[src/rtl/plru_ctrl_if.sv]
// Request/response bundle between the cache control FSM and plru_ctrl.
// The master drives requests; the slave returns victim and PLRU word.
interface plru_ctrl_if #(
    parameter int IDX_W = 3
);
    logic             req_valid;
    logic             req_ready;
    logic [1:0]       req_op;
    logic [IDX_W-1:0] req_index;
    logic [1:0]       req_way;
    logic             rsp_valid;
    logic [1:0]       rsp_victim;
    logic [2:0]       rsp_plru;

    modport master (
        output req_valid, req_op, req_index, req_way,
        input  req_ready, rsp_valid, rsp_victim, rsp_plru
    );

    modport slave (
        input  req_valid, req_op, req_index, req_way,
        output req_ready, rsp_valid, rsp_victim, rsp_plru
    );
endinterface

[src/rtl/plru_ctrl.sv]
// 4-way tree pseudo-LRU sequencer: per-set RMW pipeline with same-set forwarding.
// Optional counters enabled by defining PLRU_CTRL_STATS_EN.
module plru_ctrl #(
    parameter  int NUM_SETS = 8,
    localparam int IDX_W    = $clog2(NUM_SETS)
) (
    input  logic        clk,
    input  logic        rst,
    plru_ctrl_if.slave  bus
`ifdef PLRU_CTRL_STATS_EN
    ,
    output logic [31:0] stat_touch,
    output logic [31:0] stat_alloc,
    output logic [31:0] stat_fwd
`endif
);
    typedef enum logic {INIT, RUN} state_t;

    localparam logic [1:0] OP_TOUCH = 2'b00;
    localparam logic [1:0] OP_ALLOC = 2'b01;
    localparam logic [1:0] OP_CLEAR = 2'b10;
    localparam logic [IDX_W-1:0] LAST = IDX_W'(NUM_SETS - 1);

    state_t           state;
    logic [IDX_W-1:0] cnt;
    logic [2:0]       mem [NUM_SETS];

    logic             ready_q;
    logic             rsp_valid_q;
    logic [1:0]       rsp_victim_q;
    logic [2:0]       rsp_plru_q;

    logic             s1_valid;
    logic [1:0]       s1_op;
    logic [1:0]       s1_way;
    logic [IDX_W-1:0] s1_idx;
    logic [2:0]       s1_word;
    logic [1:0]       s1_vic;
    logic [2:0]       s1_new;

    logic             accept;
    logic             fwd;

    function automatic logic [2:0] upd(input logic [2:0] p,
                                       input logic [1:0] w);
        logic [2:0] r;
        unique case (w)
            2'd0:    r = {2'b11, p[0]};
            2'd1:    r = {2'b10, p[0]};
            2'd2:    r = {1'b0, p[1], 1'b1};
            default: r = {1'b0, p[1], 1'b0};
        endcase
        return r;
    endfunction

    function automatic logic [1:0] victim(input logic [2:0] p);
        return p[2] ? (p[0] ? 2'd3 : 2'd2) : (p[1] ? 2'd1 : 2'd0);
    endfunction

    assign bus.req_ready  = ready_q;
    assign bus.rsp_valid  = rsp_valid_q;
    assign bus.rsp_victim = rsp_victim_q;
    assign bus.rsp_plru   = rsp_plru_q;

    assign accept = bus.req_valid && ready_q;
    // S1 writes the array on the same edge S0 reads it, so bypass the stale copy.
    assign fwd    = accept && s1_valid && (s1_idx == bus.req_index);

    always_comb begin
        s1_vic = victim(s1_word);
        s1_new = s1_word;
        unique case (s1_op)
            OP_TOUCH: s1_new = upd(s1_word, s1_way);
            OP_ALLOC: s1_new = upd(s1_word, s1_vic);
            OP_CLEAR: s1_new = 3'b000;
            default:  s1_new = s1_word;
        endcase
    end

    always_ff @(posedge clk) begin
        if (rst) begin
            state        <= INIT;
            cnt          <= '0;
            ready_q      <= 1'b0;
            s1_valid     <= 1'b0;
            s1_op        <= 2'b00;
            s1_way       <= 2'b00;
            s1_idx       <= '0;
            s1_word      <= 3'b000;
            rsp_valid_q  <= 1'b0;
            rsp_victim_q <= 2'b00;
            rsp_plru_q   <= 3'b000;
        end else begin
            rsp_valid_q <= s1_valid;
            if (s1_valid) begin
                rsp_victim_q <= s1_vic;
                rsp_plru_q   <= s1_new;
            end
            s1_valid <= accept;
            if (accept) begin
                s1_op   <= bus.req_op;
                s1_way  <= bus.req_way;
                s1_idx  <= bus.req_index;
                s1_word <= fwd ? s1_new : mem[bus.req_index];
            end
            unique case (state)
                INIT: begin
                    cnt <= cnt + 1'b1;
                    if (cnt == LAST) begin
                        state   <= RUN;
                        ready_q <= 1'b1;
                    end
                end
                default: ready_q <= 1'b1;
            endcase
        end
    end

    // The array itself is never reset; INIT sweeps it clean instead.
    always_ff @(posedge clk) begin
        if (!rst) begin
            if (state == INIT)
                mem[cnt] <= 3'b000;
            else if (s1_valid)
                mem[s1_idx] <= s1_new;
        end
    end

`ifdef PLRU_CTRL_STATS_EN
    always_ff @(posedge clk) begin
        if (rst) begin
            stat_touch <= '0;
            stat_alloc <= '0;
            stat_fwd   <= '0;
        end else begin
            if (s1_valid && s1_op == OP_TOUCH && stat_touch != '1)
                stat_touch <= stat_touch + 1'b1;
            if (s1_valid && s1_op == OP_ALLOC && stat_alloc != '1)
                stat_alloc <= stat_alloc + 1'b1;
            if (fwd && stat_fwd != '1)
                stat_fwd <= stat_fwd + 1'b1;
        end
    end
`endif
endmodule

[src/flat_wrapper.sv]
// flat-port wrapper written by rule: the top's interface ports become plain ports
module plru_ctrl_flat 
#(
    parameter  int NUM_SETS = 8,
    localparam int IDX_W    = $clog2(NUM_SETS)
)
  (clk, rst, bus_req_valid, bus_req_op, bus_req_index, bus_req_way, bus_req_ready, bus_rsp_valid, bus_rsp_victim, bus_rsp_plru);
  plru_ctrl_if #(.IDX_W((3))) bus_i ();
  input  logic clk;
  input  logic rst;
  input wire logic [$bits(bus_i.req_valid)-1:0] bus_req_valid;
  input wire logic [$bits(bus_i.req_op)-1:0] bus_req_op;
  input wire logic [$bits(bus_i.req_index)-1:0] bus_req_index;
  input wire logic [$bits(bus_i.req_way)-1:0] bus_req_way;
  output wire logic [$bits(bus_i.req_ready)-1:0] bus_req_ready;
  output wire logic [$bits(bus_i.rsp_valid)-1:0] bus_rsp_valid;
  output wire logic [$bits(bus_i.rsp_victim)-1:0] bus_rsp_victim;
  output wire logic [$bits(bus_i.rsp_plru)-1:0] bus_rsp_plru;
  assign bus_i.req_valid = bus_req_valid;
  assign bus_i.req_op = bus_req_op;
  assign bus_i.req_index = bus_req_index;
  assign bus_i.req_way = bus_req_way;
  assign bus_req_ready = bus_i.req_ready;
  assign bus_rsp_valid = bus_i.rsp_valid;
  assign bus_rsp_victim = bus_i.rsp_victim;
  assign bus_rsp_plru = bus_i.rsp_plru;
  plru_ctrl #(.NUM_SETS(NUM_SETS)) u_core (.clk(clk), .rst(rst), .bus(bus_i));
endmodule
[config.mk]
export PLATFORM = sky130hd
export DESIGN_NAME = plru_ctrl_flat
export DESIGN_NICKNAME = d
export VERILOG_FILES = /design/src/rtl/plru_ctrl_if.sv /design/src/rtl/plru_ctrl.sv /design/src/flat_wrapper.sv
export SDC_FILE = /design/constraint.sdc
export NUM_CORES = 1
export LEC_CHECK = 0
export CAP_MARGIN = 20
export CELL_PAD_IN_SITES_DETAIL_PLACEMENT = 1
export CELL_PAD_IN_SITES_GLOBAL_PLACEMENT = 1
export CORE_MARGIN = 2
export CORE_UTILIZATION = 49
export CTS_CLUSTER_DIAMETER = 200
export CTS_CLUSTER_SIZE = 16
export DETAILED_ROUTE_END_ITERATION = 10
export MAX_ROUTING_LAYER = met4
export PLACE_DENSITY = 0.86
export SYNTH_ARGS = -nofsm -noshare
export SYNTH_HDL_FRONTEND = slang
export SYNTH_SLANG_ARGS = --single-unit
[constraint.sdc]
create_clock -name clk -period 4.8 [get_ports clk]
set_clock_uncertainty 0.2 [all_clocks]
set_input_delay 0.72 -clock clk [delete_from_list [all_inputs] [get_ports clk]]
set_output_delay 0.72 -clock clk [all_outputs]
set_load 0.02 [all_outputs]
### Yosys cells after proc, flatten, opt, wreduce, memory -nomap -nowiden

Memories as Yosys holds them, arrays and structs flattened.
Index checks and enable logic that the tools add are counted.

* memories kept: 1
* flip-flop bits (word level): 22
* input port bits: 10
* bits in writable memories: 24

* eq/ne operators: 8
* muxes and demuxes: 21
* add/sub/neg operators: 1
* reduce and logical (&&, ||, !) cells: 8

Memory list
* u_core.mem: depth 8, width 3, rd ports 1, clocked after Yosys merged registers in 0, write ports 1, line plru_ctrl.sv:26 `logic [2:0] mem [NUM_SETS];`

Operator list (number)
* 3-bit case mux with 3 select lines: 3
* 1-bit two-way mux: 14
* 3-bit two-way mux: 3
* 2-bit by 1-bit equality test with 1-bit output (second input constant): 3
* 2-bit equality test (second input constant): 3
* 2-bit zero test: 3
* 3-bit by 1-bit adder with 3-bit output (second input constant): 1
* 3-bit equality test: 1
* 3-bit equality test (second input constant): 1
* 1-bit logical AND: 3
* 3-bit OR reduction: 1
* 2-bit two-way mux: 1
* 2-bit nonzero test: 1

### Logic depth before layout (Yosys ltp)

Gate-level depths: netlist (run 1).

* depth after elaboration: 6
* depth in mapped cells: 6

### Worst setup path before layout (run 1)

OpenSTA, ideal clock, no wires.

* path kind: in2reg
* start point: in bus_req_index[2]
* end point: reg u_core.s1_word[2]
* stages: 6
* arrival time: 2.095 ns
* path buffers: 2
* slack: 2.389 ns
* path through: buf_2 xor2_1 or4_1 buf_2 a211o_1 a31o_1

* cells in the longest elaborated chain, start to end: 3
* elaborated cells between the ends (all ways): 4
* those cells by class: 1 x eq/ne; 1 x mux; 1 x reduce/logical; 1 x memory

Ends and longest elaborated chain
* start, declared: line flat_wrapper.sv:13 `input wire logic [$bits(bus_i.req_index)-1:0] bus_req_index;`
* parallel branches: the longest is 2 deep, another holds memory 8 x 3 bit
* 3-bit two-way mux *: line plru_ctrl.sv:104 `s1_word <= fwd ? s1_new : mem[bus.req_index];`
* end signal, assigned: line plru_ctrl.sv:104
* end, declared: line plru_ctrl.sv:37 `logic [2:0] s1_word;`

Mark *: on every way between the ends.
A chain may end at the register's enable or synchronous reset.

### Worst setup path after layout (run 1)

* start point: in rst
* end point: mem u_core.mem[4][0] (enable)

* cells in the longest elaborated chain, start to end: 4
* elaborated cells between the ends (all ways): 7
* those cells by class: 6 x mux; 1 x reduce/logical

Ends and longest elaborated chain
* start, declared: line flat_wrapper.sv:10 `input logic rst;`
* 1-bit two-way mux: line plru_ctrl.sv:121 `if (!rst) begin`
* 1-bit two-way mux (implied by the code): line plru_ctrl.sv:125 `mem[s1_idx] <= s1_new;`
* 3-bit OR reduction (no source line)
* 3-bit two-way mux (no source line) / 1-bit two-way mux (equally long branches)
* end, declared: line plru_ctrl.sv:26

Several ways; a longest one is shown, not always the timed one.

==> results.sh, run 1 <==
export IMPL_antenna_found_initial=0
export IMPL_critPathSlowestCell="clkdlybuf4s50_1"
export IMPL_syn_to_final_growth_pct=13.2
export IMPL_pwr_share_comb=0.064
export IMPL_synth_compound_area_share=0.0827
export IMPL_final_area_um2=2300
export IMPL_fp_row_count=23
export IMPL_yosys_area_top_type_share=0.355
export IMPL_hpwl_um=3290
export IMPL_synthAdderAreaFrac=0.0123
export IMPL_die_w_um=68.3
export IMPL_cts_setup_buffers=0
export IMPL_crit_fanout=25
export IMPL_antenna_left=0
export IMPL_synth_top_family_by_area="simple AND/OR/NAND/NOR gates"
export IMPL_rsz0062_at_grt="false"
export IMPL_seq_power_share=0.597
export IMPL_yosys_area_share_simple=0.147
export IMPL_status="finished clean"
export IMPL_critPathArrivalTime_ns=2.60
export IMPL_power_per_cell_area_nw_per_um2=310
export IMPL_syn_nets=187
export IMPL_ys_seq_area_frac=0.572
export IMPL_die_h_um=68.3
export IMPL_grt_ovfl_total=0
export IMPL_finalCritPeriodShare=0.589
export IMPL_yosysTopAreaCell="edfxtp_1"
export IMPL_synth_area_um2=2030
export IMPL_worstMarginPinSlew_ns=0.563
export IMPL_start_util=0.507
export IMPL_switchingPower_uw=165
export IMPL_nets=199
export IMPL_synth_cell_types=34
export IMPL_regArea_um2=1160
export IMPL_cts_repair_resized=0
export IMPL_setup_tns_final_ns=0
export IMPL_dr_pass1_iters=4
export IMPL_cts_tree="done"
export IMPL_slew_headroom=0.623
export IMPL_final_max_slew_viol_count=0
export IMPL_fillers=427
export IMPL_netlist_top_cells_area="edfxtp_1 36%, dfxtp_1 22%, mux4_1 7.8%"
export IMPL_min_period_ns=2.83
export IMPL_grt_first_pass_wirelength_um=6770
export IMPL_cts_made_buffers=5
export IMPL_crit_path_max_incr_delay_ns=0.46
export IMPL_totalWireLength_um=4330
export IMPL_grt_max_degree=26
export IMPL_h_tree_depth=2
export IMPL_endpoint_kind="flip-flop"
export IMPL_fmax_mhz=354
export IMPL_avgSynthCellArea_um2=11.6
export IMPL_finalHoldViolCount=0
export IMPL_cts_root_buf="clkbuf_8"
export IMPL_final_core_util=0.574
export IMPL_portBuffers=16
export IMPL_io_pins=17
export IMPL_crit_buf_inv=2
export IMPL_yosysWarnings=0
export IMPL_startpoint_type="input port"
export IMPL_holdBufCountCts=0
export IMPL_internal_power_uw=546
export IMPL_globalplace_congestion=0.809
export IMPL_crit_required_ns=4.58
export IMPL_ys_ff_latch=46
export IMPL_grt_pass1_vias=1365
export IMPL_muxShareOfSynthArea=0.139
export IMPL_cts_sinks=46
export IMPL_crit_type="input port to flip-flop"
export IMPL_diodes=0
export IMPL_maxCapViolCount=0
export IMPL_synthCells=175
export IMPL_swShare=0.232
export IMPL_cp_cell_sequence="clkdlybuf4s50_1, buf_4, nand3b_1, mux2i_1, nand2_1, nor2_1"
export IMPL_via_per_inst=5.75
export IMPL_drc=0
export IMPL_critPathTopFamily="simple AND/OR/NAND/NOR gates"
export IMPL_p_leak_uw=0.000804
export IMPL_clkTransAtPathRegs_ns=0.09
export IMPL_drt_iter0_drc=94
export IMPL_hp_class="flip-flop to flip-flop"
export IMPL_drive_gt1_frac=0.0798
export IMPL_ir_worst_vdd_uv=177
export IMPL_pwr_share_clk=0.340
export IMPL_vias=1369
export IMPL_setup_viol=0
export IMPL_reg2reg_slack_ns=2.41
export IMPL_synthXorXnorAreaFrac=0.0173
export IMPL_grt_usage=0.213
export IMPL_die_area_um2=4670
export IMPL_routedWlPerCell_um=18.2
export IMPL_clock_path_buffers=2
export IMPL_place_area_um2=2200
export IMPL_coreArea_um2=4000
export IMPL_multi_input_area_um2=807
export IMPL_clk_insertion_delay_late_ns=0.30
## layout by cell type, fill, tap and decap left out, drive strengths merged
master          n
nor4bb          1
nor2b           1
mux2i           9
a21o            1
nor3b           1
a211oi          4
a31o            3
or2             1
xor2            3
xnor2           1
clkinv          1
a311oi          1
nand3b          2
or4             1
clkbuf          5
a211o           2
o21ai           1
clkinvlp        1
and2            3
dfxtp          22
nand2b          2
mux4            6
mux2            3
o21a            1
nor4b           1
clkdlybuf4s50  16
inv             2
nor2           25
edfxtp         24
a21oi          13
nor3            3
ha              2
nand2          23
buf             1
nand3           2
## worst paths after layout
| check | startpoint | endpoint | cells past startpoint |
|---|---|---|---|
| worst max-delay path | rst | u_core.mem[4][0]$_DFFE_PP_ | 6 |
| worst min-delay path | u_core.s1_way[0]$_SDFFE_PP0N_ | u_core.s1_way[0]$_SDFFE_PP0N_ | 2 |
| worst max register to register | u_core.s1_valid$_SDFF_PP0_ | u_core.mem[4][0]$_DFFE_PP_ | 4 |
| worst min register to register | u_core.s1_way[0]$_SDFFE_PP0N_ | u_core.s1_way[0]$_SDFFE_PP0N_ | 2 |
## worst register-to-register path, cell delays in order (launching register included)
cell	delay (ns)
dfxtp_1	0.66
nand3b_1	0.39
mux2i_1	0.39
nand2_1	0.12
nor2_1	0.30
## power by group through the flow
stage	registers, uW	clock network, uW	logic [uW]
final	424	241	45.4
after global routing	425	266	49.6
after CTS	424	249	46.0
after detailed placement	433	0	46.0
after global placement	433	0	43.0
after floorplan	431	0	30.7
## cells by family after synthesis
group,after synthesis
fa+ha+maj,2
buf+inv,13
flops,46
xor+xnor,4
compound gates,26
simple gates,66
mux,18
## metrics by stage
stage,instances,setup WS [ns],power (uW),hold slack [ns]
3_3_place_gp,230,1.77,476,0.269
3_5_place_dp,230,1.59,479,0.290
4_1_cts,238,1.93,719,0.303
2_1_floorplan,175,2.39,462,0.249
5_1_grt,238,1.84,741,0.332
6_report,238,1.97,711,0.304
## area by class of cell
class,count,area share
Sequential cell,46,0.506
Timing Repair Buffer,17,0.0730
Multi-Input combinational cell,116,0.351
Inverter,1,0.00163
Clock inverter,3,0.0109
Tap cell,50,0.0272
Clock buffer,5,0.0300
## sequential cells by signal, indices dropped and copies added (netlist names)
signal,count
u_core.bus.rsp_valid,1
u_core.s1_valid,1
u_core.s1_idx,3
u_core.mem,24
u_core.s1_way,2
u_core.s1_op,2
u_core.bus.rsp_victim,2
u_core.bus.req_ready,1
u_core.cnt,3
u_core.state,1
u_core.s1_word,3
u_core.bus.rsp_plru,3
## cell usage after synthesis, drive strengths merged
master	n
a211o	2
o21a	1
buf	4
edfxtp	24
xor2	3
and2	3
nand3b	2
mux4	6
ha	2
mux2i	9
nand2	23
nor4b	1
a311oi	1
nor3	3
nor4bb	1
inv	1
nand3	2
nor2	25
mux2	3
o21ai	1
or4	1
a21oi	13
xnor2	1
nand2b	2
a211oi	4
dfxtp	22
or2	1
clkbuf	8
nor2b	1
nor3b	1
a21o	1
a31o	3
## metal layers
metal  track usage  part of all wire
met1         0.237              0.43
met2         0.369              0.52
met3        0.0559             0.032
met4        0.0750             0.016
met5             -                 0
Power figures use the tool's default switching activity.
==> inputs of run 2 (changes only) <==
Settings changed: CORE_UTILIZATION 49 to 45, PLACE_DENSITY 0.86 to 0.8.
Clock period 4.8 ns to 2.7 ns, I/O delays scaled along.
==> results.sh, run 2 (same netlist as run 1, synthesis figures left out) <==
export IMPL_status="finished clean"
export IMPL_diodes=0
export IMPL_cp_cell_sequence="clkdlybuf4s50_1, xor2_1, or4_1, a211o_1, a31o_1"
export IMPL_crit_buf_inv=1
export IMPL_antenna_found_initial=0
export IMPL_dr_pass1_iters=4
export IMPL_drc=0
export IMPL_hpwl_um=3160
export IMPL_fp_row_count=24
export IMPL_start_util=0.466
export IMPL_dp_cells=236
export IMPL_setup_tns_final_ns=0
export IMPL_largest_reg_flops=24
export IMPL_top_layer="met4"
export IMPL_layout_common_cells="25 x nor2_1, 24 x edfxtp_1, 23 x nand2_1, 22 x dfxtp_1, 16 x clkdlybuf4s50_1"
export IMPL_crit_type="input port to flip-flop"
export IMPL_drive_gt1_frac=0.0990
export IMPL_cts_repair_resized=0
export IMPL_cts_sinks=46
export IMPL_layout_setup_ws_ns=0.528
export IMPL_nets=203
export IMPL_fmax_mhz=460
export IMPL_grt_first_pass_wirelength_um=6890
export IMPL_totalWireLength_um=4160
export IMPL_min_period_ns=2.17
export IMPL_slew_headroom=0.651
export IMPL_via_per_inst=5.54
export IMPL_endpoint_kind="flip-flop"
export IMPL_finalCritPeriodShare=0.805
export IMPL_grt_max_degree=25
export IMPL_cts_tree="done"
export IMPL_startpoint_type="input port"
export IMPL_drt_met1_wl_um=1840
export IMPL_clkTransAtPathRegs_ns=0.09
export IMPL_clk_insertion_delay_late_ns=0.31
export IMPL_grt_ovfl_total=0
export IMPL_globalplace_congestion=0.757
export IMPL_finalHoldViolCount=0
export IMPL_layout_commonest_cell="nor2_1"
export IMPL_final_core_util=0.536
export IMPL_vias=1352
export IMPL_pre_cts_ws_ns=0.195
export IMPL_reg2reg_slack_ns=0.55
export IMPL_final_max_slew_viol_count=0
export IMPL_grt_usage=0.188
export IMPL_critPathSlowestCell="or4_1"
export IMPL_holdBufCountCts=0
export IMPL_worstMarginPinSlew_ns=0.522
export IMPL_die_h_um=71.1
export IMPL_crit_fanout=6
export IMPL_syn_to_final_growth_pct=15.0
export IMPL_wl_met2_um=2120
export IMPL_antenna_left=0
export IMPL_p_leak_uw=0.000830
export IMPL_crit_required_ns=2.71
export IMPL_cts_setup_buffers=0
export IMPL_routedWlPerCell_um=17.0
export IMPL_coreArea_um2=4350
export IMPL_drt_iter0_drc=54
export IMPL_hp_class="flip-flop to flip-flop"
export IMPL_critPathTopFamily="simple AND/OR/NAND/NOR gates"
export IMPL_critPathArrivalTime_ns=2.18
export IMPL_clock_path_buffers=2
export IMPL_portBuffers=16
export IMPL_grt_pass1_vias=1410
export IMPL_ir_worst_vdd_uv=369
export IMPL_power_per_cell_area_nw_per_um2=552
export IMPL_setup_viol=0
export IMPL_io_pins=17
export IMPL_die_w_um=71.1
export IMPL_layout_cells_non_filler=244
export IMPL_h_tree_depth=2
export IMPL_crit_path_max_incr_delay_ns=0.64
export IMPL_rsz0062_at_grt="false"
export IMPL_cts_made_buffers=5
export IMPL_cts_root_buf="clkbuf_8"
export IMPL_largest_register="u_core.mem"
export IMPL_die_area_um2=5060
export IMPL_maxCapViolCount=0
export IMPL_wl_met3_um=119
-- run 2: cell types whose count changed in the layout (fill, tap and decap cells not counted), sizes merged --
cell      delta
clkinvlp     -1
inv          +1
buf          +4
-- run 2: path summary, 6_finish.rpt --
path / startpoint / to / cells after the start
setup / recovery: bus_req_index[1] / u_core.s1_word[2]$_SDFFE_PP0N_ / 5
hold / removal: u_core.bus.rsp_plru[0]$_SDFFE_PP0P_ / u_core.bus.rsp_plru[0]$_SDFFE_PP0P_ / 2
hold reg to reg: u_core.bus.rsp_plru[0]$_SDFFE_PP0P_ / u_core.bus.rsp_plru[0]$_SDFFE_PP0P_ / 2
setup reg to reg: u_core.state$_SDFF_PP0_ / u_core.mem[0][1]$_DFFE_PP_ / 4
-- run 2: tightest hold or removal path: stages (launching register included) --
cell and delay [ns]:
dfxtp_1 0.32, nor2_1 0.08, a211oi_1 0.05
-- run 2: stage by stage --
step	total power, uW	hold WS (ns)	cell area (um2)
floorplan	821	0.249	2030
global placement	849	0.272	2230
detailed placement	856	0.282	2230
CTS	1300	0.294	2330
global route	1340	0.331	2330
finish	1290	0.292	2330
-- run 2: cell type report --
cell class	instances	area [um2]
Clock buffer	5	68.8
Clock inverter	3	28.8
Fill cell	451	2020
Inverter	1	3.75
Multi-Input combinational cell	116	807
Sequential cell	46	1160
Tap cell	52	65.1
Timing Repair Buffer	21	198
-- run 2: per-layer routing --
| metal | global-route usage | vias to the layer above |
|---|---|---|
| li1 | - | 662 |
| met1 | 0.220 | 661 |
| met2 | 0.309 | 21 |
| met3 | 0.0499 | 8 |
| met4 | 0.0734 | 0 |
| met5 | - | - |
-- run 2: power by group --
group / total [uW] / internal (uW) / leakage (uW) / switching (uW)
Clock: 448 / 194 / 0.0000506 / 254
Sequential: 754 / 745 / 0.000410 / 9.52
Combinational: 85.5 / 42.6 / 0.000370 / 42.9
